--- src/rtl/float_seq.sv ---
// float_seq: control sequencer for the floating-point datapath.
//   Accepts one packed float instruction on a valid/ready handshake. It holds
//   the ALU controls for EXEC_CYCLES cycles, then spends one cycle in
//   write-back (FW_En pulse, status latch). The next cycle is a Done pulse,
//   and after that the block is ready again. Loads skip the execute phase.
// Ports:
//   clk, reset_n      clock, synchronous active-low reset
//   I_Valid/I_Ready   instruction handshake
//   Instr[21:0]       {op[4:0], dest[4:0], R[4:0], S[4:0], imm_S, load}
//   FP_Op, FR_Addr, FS_Addr, FW_Addr, FW_En, F_Sel, FS_Sel   datapath controls
//   FP_Status         ALU status flags in
//   Status_Out        status latched at write-back
//   Done, Exc         completion pulse, exception flag
// Optional: define FLOAT_SEQ_EXC_SUPPRESS_EN to suppress write-back when
//   FP_Status[5] is set on an ALU op, and to report it on Exc.
module float_seq #(
  parameter int EXEC_CYCLES = 2,
  parameter int OP_W        = 5
) (
  input  logic            clk,
  input  logic            reset_n,
  input  logic            I_Valid,
  output logic            I_Ready,
  input  logic [21:0]     Instr,
  output logic [OP_W-1:0] FP_Op,
  output logic [4:0]      FR_Addr,
  output logic [4:0]      FS_Addr,
  output logic [4:0]      FW_Addr,
  output logic            FW_En,
  output logic            F_Sel,
  output logic            FS_Sel,
  input  logic [5:0]      FP_Status,
  output logic [5:0]      Status_Out,
  output logic            Done,
  output logic            Exc
);

  typedef enum logic [1:0] {S_IDLE, S_EXEC, S_WB, S_DONE} state_t;

  state_t     r_state, w_nxt;
  logic [3:0] r_cnt, w_cnt_nxt;
  logic       w_accept;
  logic       w_supp;
`ifdef FLOAT_SEQ_EXC_SUPPRESS_EN
  logic       r_supp;
`endif

  always_comb begin
    w_nxt     = r_state;
    w_cnt_nxt = r_cnt;
    w_accept  = (r_state == S_IDLE) && I_Valid && I_Ready;
    w_supp    = 1'b0;
    case (r_state)
      S_IDLE: begin
        if (w_accept) begin
          if (Instr[0]) begin
            w_nxt = S_WB;
          end else begin
            w_nxt     = S_EXEC;
            w_cnt_nxt = 4'(EXEC_CYCLES - 1);
          end
        end
      end
      S_EXEC: begin
        if (r_cnt == 4'd0) w_nxt = S_WB;
        else               w_cnt_nxt = r_cnt - 4'd1;
      end
      S_WB:    w_nxt = S_DONE;
      default: w_nxt = S_IDLE;
    endcase
`ifdef FLOAT_SEQ_EXC_SUPPRESS_EN
    // FW_En is registered, so the suppress decision is taken on the edge
    // entering WB. Only ALU ops pass through EXEC, so loads are never
    // suppressed.
    w_supp = (r_state == S_EXEC) && (w_nxt == S_WB) && FP_Status[5];
`endif
  end

  always_ff @(posedge clk) begin
    if (!reset_n) begin
      r_state    <= S_IDLE;
      r_cnt      <= 4'd0;
      I_Ready    <= 1'b0;
      FW_En      <= 1'b0;
      Done       <= 1'b0;
      Exc        <= 1'b0;
      F_Sel      <= 1'b0;
      FS_Sel     <= 1'b0;
      FP_Op      <= '0;
      FR_Addr    <= 5'd0;
      FS_Addr    <= 5'd0;
      FW_Addr    <= 5'd0;
      Status_Out <= 6'd0;
`ifdef FLOAT_SEQ_EXC_SUPPRESS_EN
      r_supp     <= 1'b0;
`endif
    end else begin
      r_state <= w_nxt;
      r_cnt   <= w_cnt_nxt;
      I_Ready <= (w_nxt == S_IDLE);
      FW_En   <= (w_nxt == S_WB) && !w_supp;
      Done    <= (w_nxt == S_DONE);
      if (w_accept) begin
        FP_Op   <= OP_W'(Instr[21:17]);
        FW_Addr <= Instr[16:12];
        FR_Addr <= Instr[11:7];
        FS_Addr <= Instr[6:2];
        FS_Sel  <= Instr[1];
        F_Sel   <= Instr[0];
        Exc     <= 1'b0;
      end
      // F_Sel still holds the load flag of the instruction in flight.
      if (r_state == S_WB && !F_Sel) Status_Out <= FP_Status;
`ifdef FLOAT_SEQ_EXC_SUPPRESS_EN
      if (w_nxt == S_WB) r_supp <= w_supp;
      if (r_state == S_WB) Exc <= r_supp;
`endif
    end
  end

endmodule

--- config.mk ---
export PLATFORM = sky130hd
export DESIGN_NAME = float_seq
export DESIGN_NICKNAME = d
export VERILOG_FILES = /design/src/rtl/float_seq.sv
export SDC_FILE = /design/constraint.sdc
export NUM_CORES = 1
export LEC_CHECK = 0
export ABC_CLOCK_PERIOD_IN_PS = 1200
export BUFFER_PORTS_ARGS = -buffer_cell sky130_fd_sc_hd__buf_4
export CAP_MARGIN = 10
export CORE_MARGIN = 10
export CORE_UTILIZATION = 42
export CTS_BUF_LIST = sky130_fd_sc_hd__clkbuf_16
export CTS_CLUSTER_SIZE = 25
export DETAILED_ROUTE_END_ITERATION = 7
export GPL_TIMING_DRIVEN = 0
export PLACE_DENSITY = 0.84
export RECOVER_POWER = 100
export SYNTH_ARGS = -nofsm -noshare
export SYNTH_HDL_FRONTEND = slang
export SYNTH_SLANG_ARGS = --single-unit
export TNS_END_PERCENT = 20
--- constraint.sdc ---
create_clock -name clk -period 1.2 [get_ports clk]
set_input_delay 0.36 -clock clk [delete_from_list [all_inputs] [get_ports clk]]
set_output_delay 0.36 -clock clk [all_outputs]
set_load 0.01 [all_outputs]
* Yosys cells after proc, flatten, opt, wreduce, memory -nomap -nowiden
Index checks and enable logic that the tools add are counted.
** Word-level totals
- Word-level logic and storage cells :: 37
- Flip-flop bits (word level) :: 37
- Output and inout bits :: 32
** Operators by class
- Add/sub/neg operators :: 1
- Reductions and logical operators :: 9
- Eq/ne operators :: 7
- Multiplexer cells :: 8
** Operators by type and width (count)
- $mux W4 :: 3
- $pmux W4 S2 :: 1
- $eq A2 B2 Y1 const B :: 3
- $mux W2 :: 3
- $ne A2 B2 Y1 const B :: 3
- $pmux W2 S3 :: 1
- $logic_not A2 Y1 :: 2
- $logic_not A4 Y1 :: 1
- $reduce_and A4 Y1 :: 1
- $sub A4 B1 Y4 const B :: 1
- $logic_and A1 B1 Y1 :: 3
- $eq A2 B1 Y1 const B :: 1
- $reduce_bool A2 Y1 :: 1
- $logic_not A1 Y1 :: 1

* Longest topological paths before layout
Gate-level depths: netlist of the first run.
- Depth in word-level cells :: 6
- Mapped depth :: 5

* Worst setup path before layout of the first run
No wires, ideal clock.
- Kind :: register to register
- Start :: register r_cnt[0]
- End :: register r_cnt[0]
- Required time :: 1.085 ns
- Buffers on the path :: 0
- Slack :: -0.122 ns
- Period minus slack after synthesis :: 1.322 ns
- Stages on the path, launching flop included :: 6
- Data arrival time :: 1.207 ns
- Path through :: dfxtp_1 inv_1 ha_1 or3b_1 o2bb2ai_1 o21a_1
** Between the ends
- Cells in the longest elaborated chain, start to end :: 3
** RTL lines
- start, declared :: RTL line 41 : logic [3:0] r_cnt, w_cnt_nxt;
- start signal, assigned :: RTL line 99 : r_cnt <= w_cnt_nxt;
- $sub A4 B1 Y4 / $logic_not A4 Y1 (equally long branches) :: RTL line 66, 65
- $mux W4 / $ne A2 B2 Y1 (equally long branches)
- $pmux W4 S2 / $reduce_and A4 Y1 (equally long branches)
Parallel ways exist; a longest one is shown, timed or not. The select of a mux whose other input is x is not followed.
A chain may end at the register's enable or synchronous reset.

* Worst setup path in the final report of the first run
Same ends and word-level chain as after synthesis.

==> results of run 1 <==
-- where the power goes --
part	total (mW)	switching, mW	internal (mW)
Sequential	1.43	0.0750	1.35
Combinational	0.823	0.422	0.402
Clock	1.19	0.452	0.741
-- cell families (layout without fill, tap and decap cells) --
group	count (synthesis)	in the layout	share of synthesized area, %
DFF	37	37	50.2
other	1	1	0.254
adders and majority gates	2	2	1.70
muxes	6	6	4.07
and+or+nand+nor	68	68	21.6
AOI/OAI and AO/OA	33	33	15.9
buffers and inverters	14	90	6.19
-- repair_timing --
item                       4_1_cts  5_1_grt
cloned                           0        1
hold buffers                     0        0
pin swaps                        2        8
setup endpoints to repair       31       32
resized for setup                2       21
setup buffers                    6        1
-- area by class of cell --
type / instances / share of cell area (%)
repair buffers: 69 / 19.2
flip-flops and latches: 37 / 34.4
multi-input cells: 110 / 33.3
well taps: 46 / 2.63
clock buffers: 5 / 5.72
plain buffers: 10 / 3.66
inverters: 4 / 0.800
clock inverters: 2 / 0.343
-- worst paths after layout --
kind	slack, ns	startpoint	end
worst min-delay path	0.32	FP_Status[1]	Status_Out[1]
worst max register to register	-0.14	r_cnt[0]	r_cnt[0]
worst max-delay path	-0.14	r_cnt[0]	r_cnt[0]
worst min register to register	0.45	FW_Addr[0]	FW_Addr[0]
-- cell usage in the layout, fill, tap and decap left out, types with 2 or more instances in the layout --
cell / Yosys / routed
nand2_1: 47 / 38
nand2_4: 0 / 3
inv_1: 3 / 2
o21a_1: 2 / 2
nand3b_1: 2 / 2
nand2_2: 1 / 7
dfxtp_2: 0 / 3
clkinv_1: 1 / 2
mux2i_1: 6 / 6
dfxtp_4: 0 / 2
dfxtp_1: 37 / 32
clkbuf_1: 2 / 33
clkbuf_16: 0 / 6
nor2_1: 8 / 8
buf_8: 1 / 2
a21oi_1: 11 / 9
buf_4: 5 / 40
a21oi_2: 13 / 15
and2b_2: 2 / 2
-- metrics by stage --
stage,area [um2],instances,worst slack (ns)
after global placement,2030,268,-0.131
after detailed placement,2030,268,-0.153
after CTS,2210,281,-0.140
final,2190,283,-0.144
after global routing,2190,283,-0.189
after floorplan,1510,161,-0.0972
-- worst min-delay path: stages --
cell,delay [ns]
buf_4,0.08
mux2i_1,0.05
nor2_1,0.07
-- state kept, by name (all words and copies together), names as in the netlist --
| signal | flops |
|---|---|
| Status_Out | 6 |
| FP_Op | 5 |
| FR_Addr | 5 |
| FS_Addr | 5 |
| FW_Addr | 5 |
| r_cnt | 4 |
| r_state | 2 |
| Done | 1 |
| FS_Sel | 1 |
| FW_En | 1 |
| F_Sel | 1 |
| I_Ready | 1 |
-- per-layer routing --
metal,GRT usage [%],wire length [um]
met5,0,0
met4,5.02,47
met3,8.11,493
met2,18.9,1930
met1,11.6,1560
==> metrics, run 1 <==
Slowest-stage cell, CP=or3b_4; status=finished, violations left; ys flop type=dfxtp_1; total CTS buffers=5; GPL Wtd Cong=0.698; CP Data Required Time=1.37 ns; period utilisation layout=112%; Design Power=3.45 mW; RSZ-0062 raised after global routing=true; R2R cell count=5; Bufs and invs on worst path=1; std cell rows=21; maximum clock path buffer count=2; pin count of the biggest net entering global routing=11; VDD IR-drop max=0.862 mV; worst-path fanout max=4; Sink Count=37; layout cells sized above 1=38.0%; Initial Util=43.9%; total number of vias=1345; syn nets=194; height of the die=79.3 um; CTS root buf=clkbuf_16; Hold WC Path Type=in2reg; Setup Viol. Count Final=26; fin worst setup slack=-0.144 ns; area share of the largest cell type after synthesis=50.2%; I/O Buffers=61; top post-synthesis cells by area=dfxtp_1 (50%), nand2_1 (12%), a21oi_2 (7.7%); Final Core Density=65.1%; fin nets=270; first-pass GRT wire length=5870 um; CORE AREA=3360 um2; WS Path Type=reg2reg; final WL=4030 um; actual slew at the worst max-slew pin=0.615 ns; area leader, netlist=dfxtp_1; EDFF count, synth=0; Leak Pwr=0.845 nW; Tot GR Track Use=11.8%; synth unique cells=33; fmax=744 MHz; most frequent cell after synthesis=nand2_1; vias per inst=4.75; Area Overhead vs Synth=48.3%; Crit path depth=5; Worst Hold Path Cells=3; yosys warns=0; DR iter-0 viols=75; area of the multi-input gates=728 um2; Arr. time, crit path=1.51 ns; number of remaining DRC errors=0; crit-path max cell delay=0.40 ns; remaining antenna violation count=0; CTS tree=yes; Final Hold Fails=0; GR Overflow Total=0; Worst Skew=0.00225 ns; Slew HR=59.0%; clk slew on worst S/H paths=0.05 ns; Synth top cells by count=nand2_1 (47), dfxtp_1 (37), a21oi_2 (13); FF+latch area=752 um2; post-synthesis average cell area=9.16 um2; sequential area share after synthesis=50.2%; WL per Instance=14.2 um; die area=6280 um2; Initial DRT Pass Iterations=4; crit start category=flop; Async S/R FF share, synth=0%; CP delay by family, top=simple AND/OR/NAND/NOR gates; PwrDens=1570 nW/um2; Post-Synthesis Cell Area=1480 um2; Detailed Place HPWL=2770 um; initial antenna violation count=0; Max Cap Violations=0; H-tree levels=2; Synth Instances=161; clk_lat worst skew=0.28 ns; Tmin final=1.34 ns; total negative setup slack=-0.935 ns; vias in the first global route=1289; Fillers=309; Fin Hold WS=0.316 ns; violated checks=negative setup slack; ant diodes=0; CP endpoint kind=flop; crit path cell chain=inv_4, ha_4, or3b_4, o2bb2ai_4, o21a_1; Max Slew Vio Count=0; Yosys reg bits=37; I/O pin cnt=63; Die Wd=79.3 um
(Power assumes the default switching activity.)
==> inputs of run 2 (changes only) <==
--- a/config.mk
+++ b/config.mk
@@ -6,15 +6,15 @@
 export NUM_CORES = 1
 export LEC_CHECK = 0
 export ABC_CLOCK_PERIOD_IN_PS = 1200
-export BUFFER_PORTS_ARGS = -buffer_cell sky130_fd_sc_hd__buf_4
 export CAP_MARGIN = 10
 export CORE_MARGIN = 10
-export CORE_UTILIZATION = 42
+export CORE_UTILIZATION = 45
 export CTS_BUF_LIST = sky130_fd_sc_hd__clkbuf_16
 export CTS_CLUSTER_SIZE = 25
 export DETAILED_ROUTE_END_ITERATION = 7
+export DONT_BUFFER_PORTS = 1
 export GPL_TIMING_DRIVEN = 0
-export PLACE_DENSITY = 0.84
+export PLACE_DENSITY = 0.71
 export RECOVER_POWER = 100
 export SYNTH_ARGS = -nofsm -noshare
 export SYNTH_HDL_FRONTEND = slang
==> run 2 against run 1 <==
Effect of this change: routed wire length down 0.60%; clock-buffer cell count unchanged; maximum frequency shrank 0.15%; the flow still finishes with violations (negative setup slack); critical path type unchanged; non-clock buffer count decreased by 59; critical path depth did not move; die area down 5.0%; largest power group unchanged; sequential power is 5% higher; total power decreased by 3.7%; first-iteration DRC count down 51%; sequential cell count unchanged; utilization fell by 5.5 points.
==> metrics, run 2 (synthesis results as in run 1) <==
Die Wd=77.3 um; CP delay by family, top=simple AND/OR/NAND/NOR gates; Area Overhead vs Synth=25.3%; clk_lat worst skew=0.28 ns; fmax=743 MHz; CTS root buf=clkbuf_16; number of remaining DRC errors=0; Detailed Place HPWL=2800 um; final WL=4000 um; register name with the most flops=Status_Out; CP endpoint kind=flop; Tmin final=1.35 ns; crit start category=flop; clk slew on worst S/H paths=0.05 ns; H-tree levels=2; status=finished, violations left; ant diodes=0; Worst Skew=0.00331 ns; Final Hold Fails=0; Bufs and invs on worst path=1; total number of vias=1214; Initial Util=47.5%; clock group share of total power=36.0%; pin count of the biggest net entering global routing=11; std cell rows=20; Metal-1 WL=1370 um; Max Slew Vio Count=0; Tot GR Track Use=13.1%; Net Sw Power=0.917 mW; fin nets=211; height of the die=77.3 um; GPL Wtd Cong=0.734; Sink Count=37; Initial DRT Pass Iterations=4; Slew HR=55.9%; Hold WC Path Type=in2reg; Setup Viol. Count Final=29; period utilisation layout=112%; crit-path max cell delay=0.41 ns; Fillers=304; sw frac=27.6%; violated checks=negative setup slack; PwrDens=1800 nW/um2; most frequent cells in the layout=nand2_1 (45), dfxtp_1 (33), a21oi_2 (20); CORE AREA=3100 um2; part of the power in combinational logic=18.7%; CTS tree=yes; Max Cap Violations=0; remaining antenna violation count=0; vias in the first global route=1312; crit path cell chain=inv_2, ha_4, or3b_4, o2bb2ai_4, o21a_1; Leak Pwr=0.654 nW; maximum clock path buffer count=2; GR Overflow Total=0; metal2 WL=2000 um; total negative setup slack=-1.47 ns; layout cells sized above 1=33.0%; VDD IR-drop max=0.944 mV; fin worst setup slack=-0.146 ns; Largest register FFs=6; worst-path fanout max=3; die area=5970 um2; vias per inst=5.44; Non-Filler Instances=223; Slowest-stage cell, CP=or3b_4; first-pass GRT wire length=6340 um; Top Metal Used=met4; initial antenna violation count=0; met3 wire len=517 um; I/O pin cnt=63; part of the power in registers=45.3%; actual slew at the worst max-slew pin=0.661 ns; most common cell after layout, fill and taps aside=nand2_1; dpl cells=205; Arr. time, crit path=1.52 ns; CP Data Required Time=1.37 ns; WL per Instance=17.9 um; RSZ-0062 raised after global routing=true; total CTS buffers=5; Int Pwr=2.40 mW; DR iter-0 viols=37; Design Power=3.32 mW; I/O Buffers=0; WS Path Type=reg2reg
[run 2: cell types whose count changed in the layout (fill, tap and decap cells not counted), sizes merged]
| cell | previous run | this run |
|---|---|---|
| inv | 4 | 6 |
| clkbuf | 40 | 9 |
| buf | 44 | 16 |
| clkinv | 2 | 1 |
[run 2: repair_timing]
item                                   4_1_cts  5_1_grt
setup endpoints to repair                   32       34
setup buffers                                6        2
hold buffers                                 0        0
cloned                                       1        1
gates resized for setup                     10        9
endpoints found under the hold margin        0        0
pin swaps                                    3        3
[run 2: power groups by stage]
| stage | combinational (mW) | sequential, mW | clock [mW] |
|---|---|---|---|
| 6_report | 0.621 | 1.50 | 1.20 |
| 5_1_grt | 0.677 | 1.52 | 1.28 |
| 4_1_cts | 0.552 | 1.51 | 1.21 |
| 3_5_place_dp | 0.500 | 1.53 | 0 |
| 3_3_place_gp | 0.471 | 1.52 | 0 |
| 2_1_floorplan | 0.417 | 1.49 | 0 |
[run 2: worst paths after layout]
check	startpoint	end	slack, ns	cells after the start
worst max-delay path	r_cnt[0]	r_cnt[0]	-0.15	5
worst min register to register	FW_Addr[4]	FW_Addr[4]	0.50	2
worst max register to register	r_cnt[0]	r_cnt[0]	-0.15	5
worst min-delay path	reset_n	r_state[0]	0.19	1
[run 2: final cells by class]
| type | instances | area, um2 | area share, % |
|---|---|---|---|
| Timing Repair Buffer | 10 | 92.6 | 5.01 |
| Inverter | 4 | 15.0 | 0.812 |
| Buffer | 10 | 80.1 | 4.33 |
| Multi-Input combinational cell | 110 | 721 | 39.0 |
| Sequential cell | 37 | 748 | 40.5 |
| Clock inverter | 3 | 11.3 | 0.609 |
| Clock buffer | 5 | 125 | 6.77 |
| Tap cell | 44 | 55.1 | 2.98 |
[run 2: metrics by stage]
step,setup WS (ns),hold slack [ns],utilization [%],area (um2)
floorplan,-0.0972,0.452,-,1510
global placement,-0.127,0.462,50.5,1570
detailed placement,-0.153,0.471,50.5,1570
CTS,-0.137,0.191,57.4,1780
global route,-0.191,0.187,59.6,1850
finish,-0.146,0.194,59.6,1850
[run 2: layer usage]
| layer | vias to the layer above | global-route usage [%] |
|---|---|---|
| li1 | 567 | - |
| met1 | 573 | 12.0 |
| met2 | 61 | 22.6 |
| met3 | 13 | 7.69 |
| met4 | 0 | 6.93 |
| met5 | - | 0 |
[run 2: worst reg2reg max path: cells and delay by family (launching register included)]
kind | cells | cell delay (ns)
DFF | 1 | 0.32
and+or+nand+nor | 1 | 0.41
buffers and inverters | 1 | 0.07
AOI/OAI and AO/OA | 2 | 0.31
adders and majority gates | 1 | 0.13
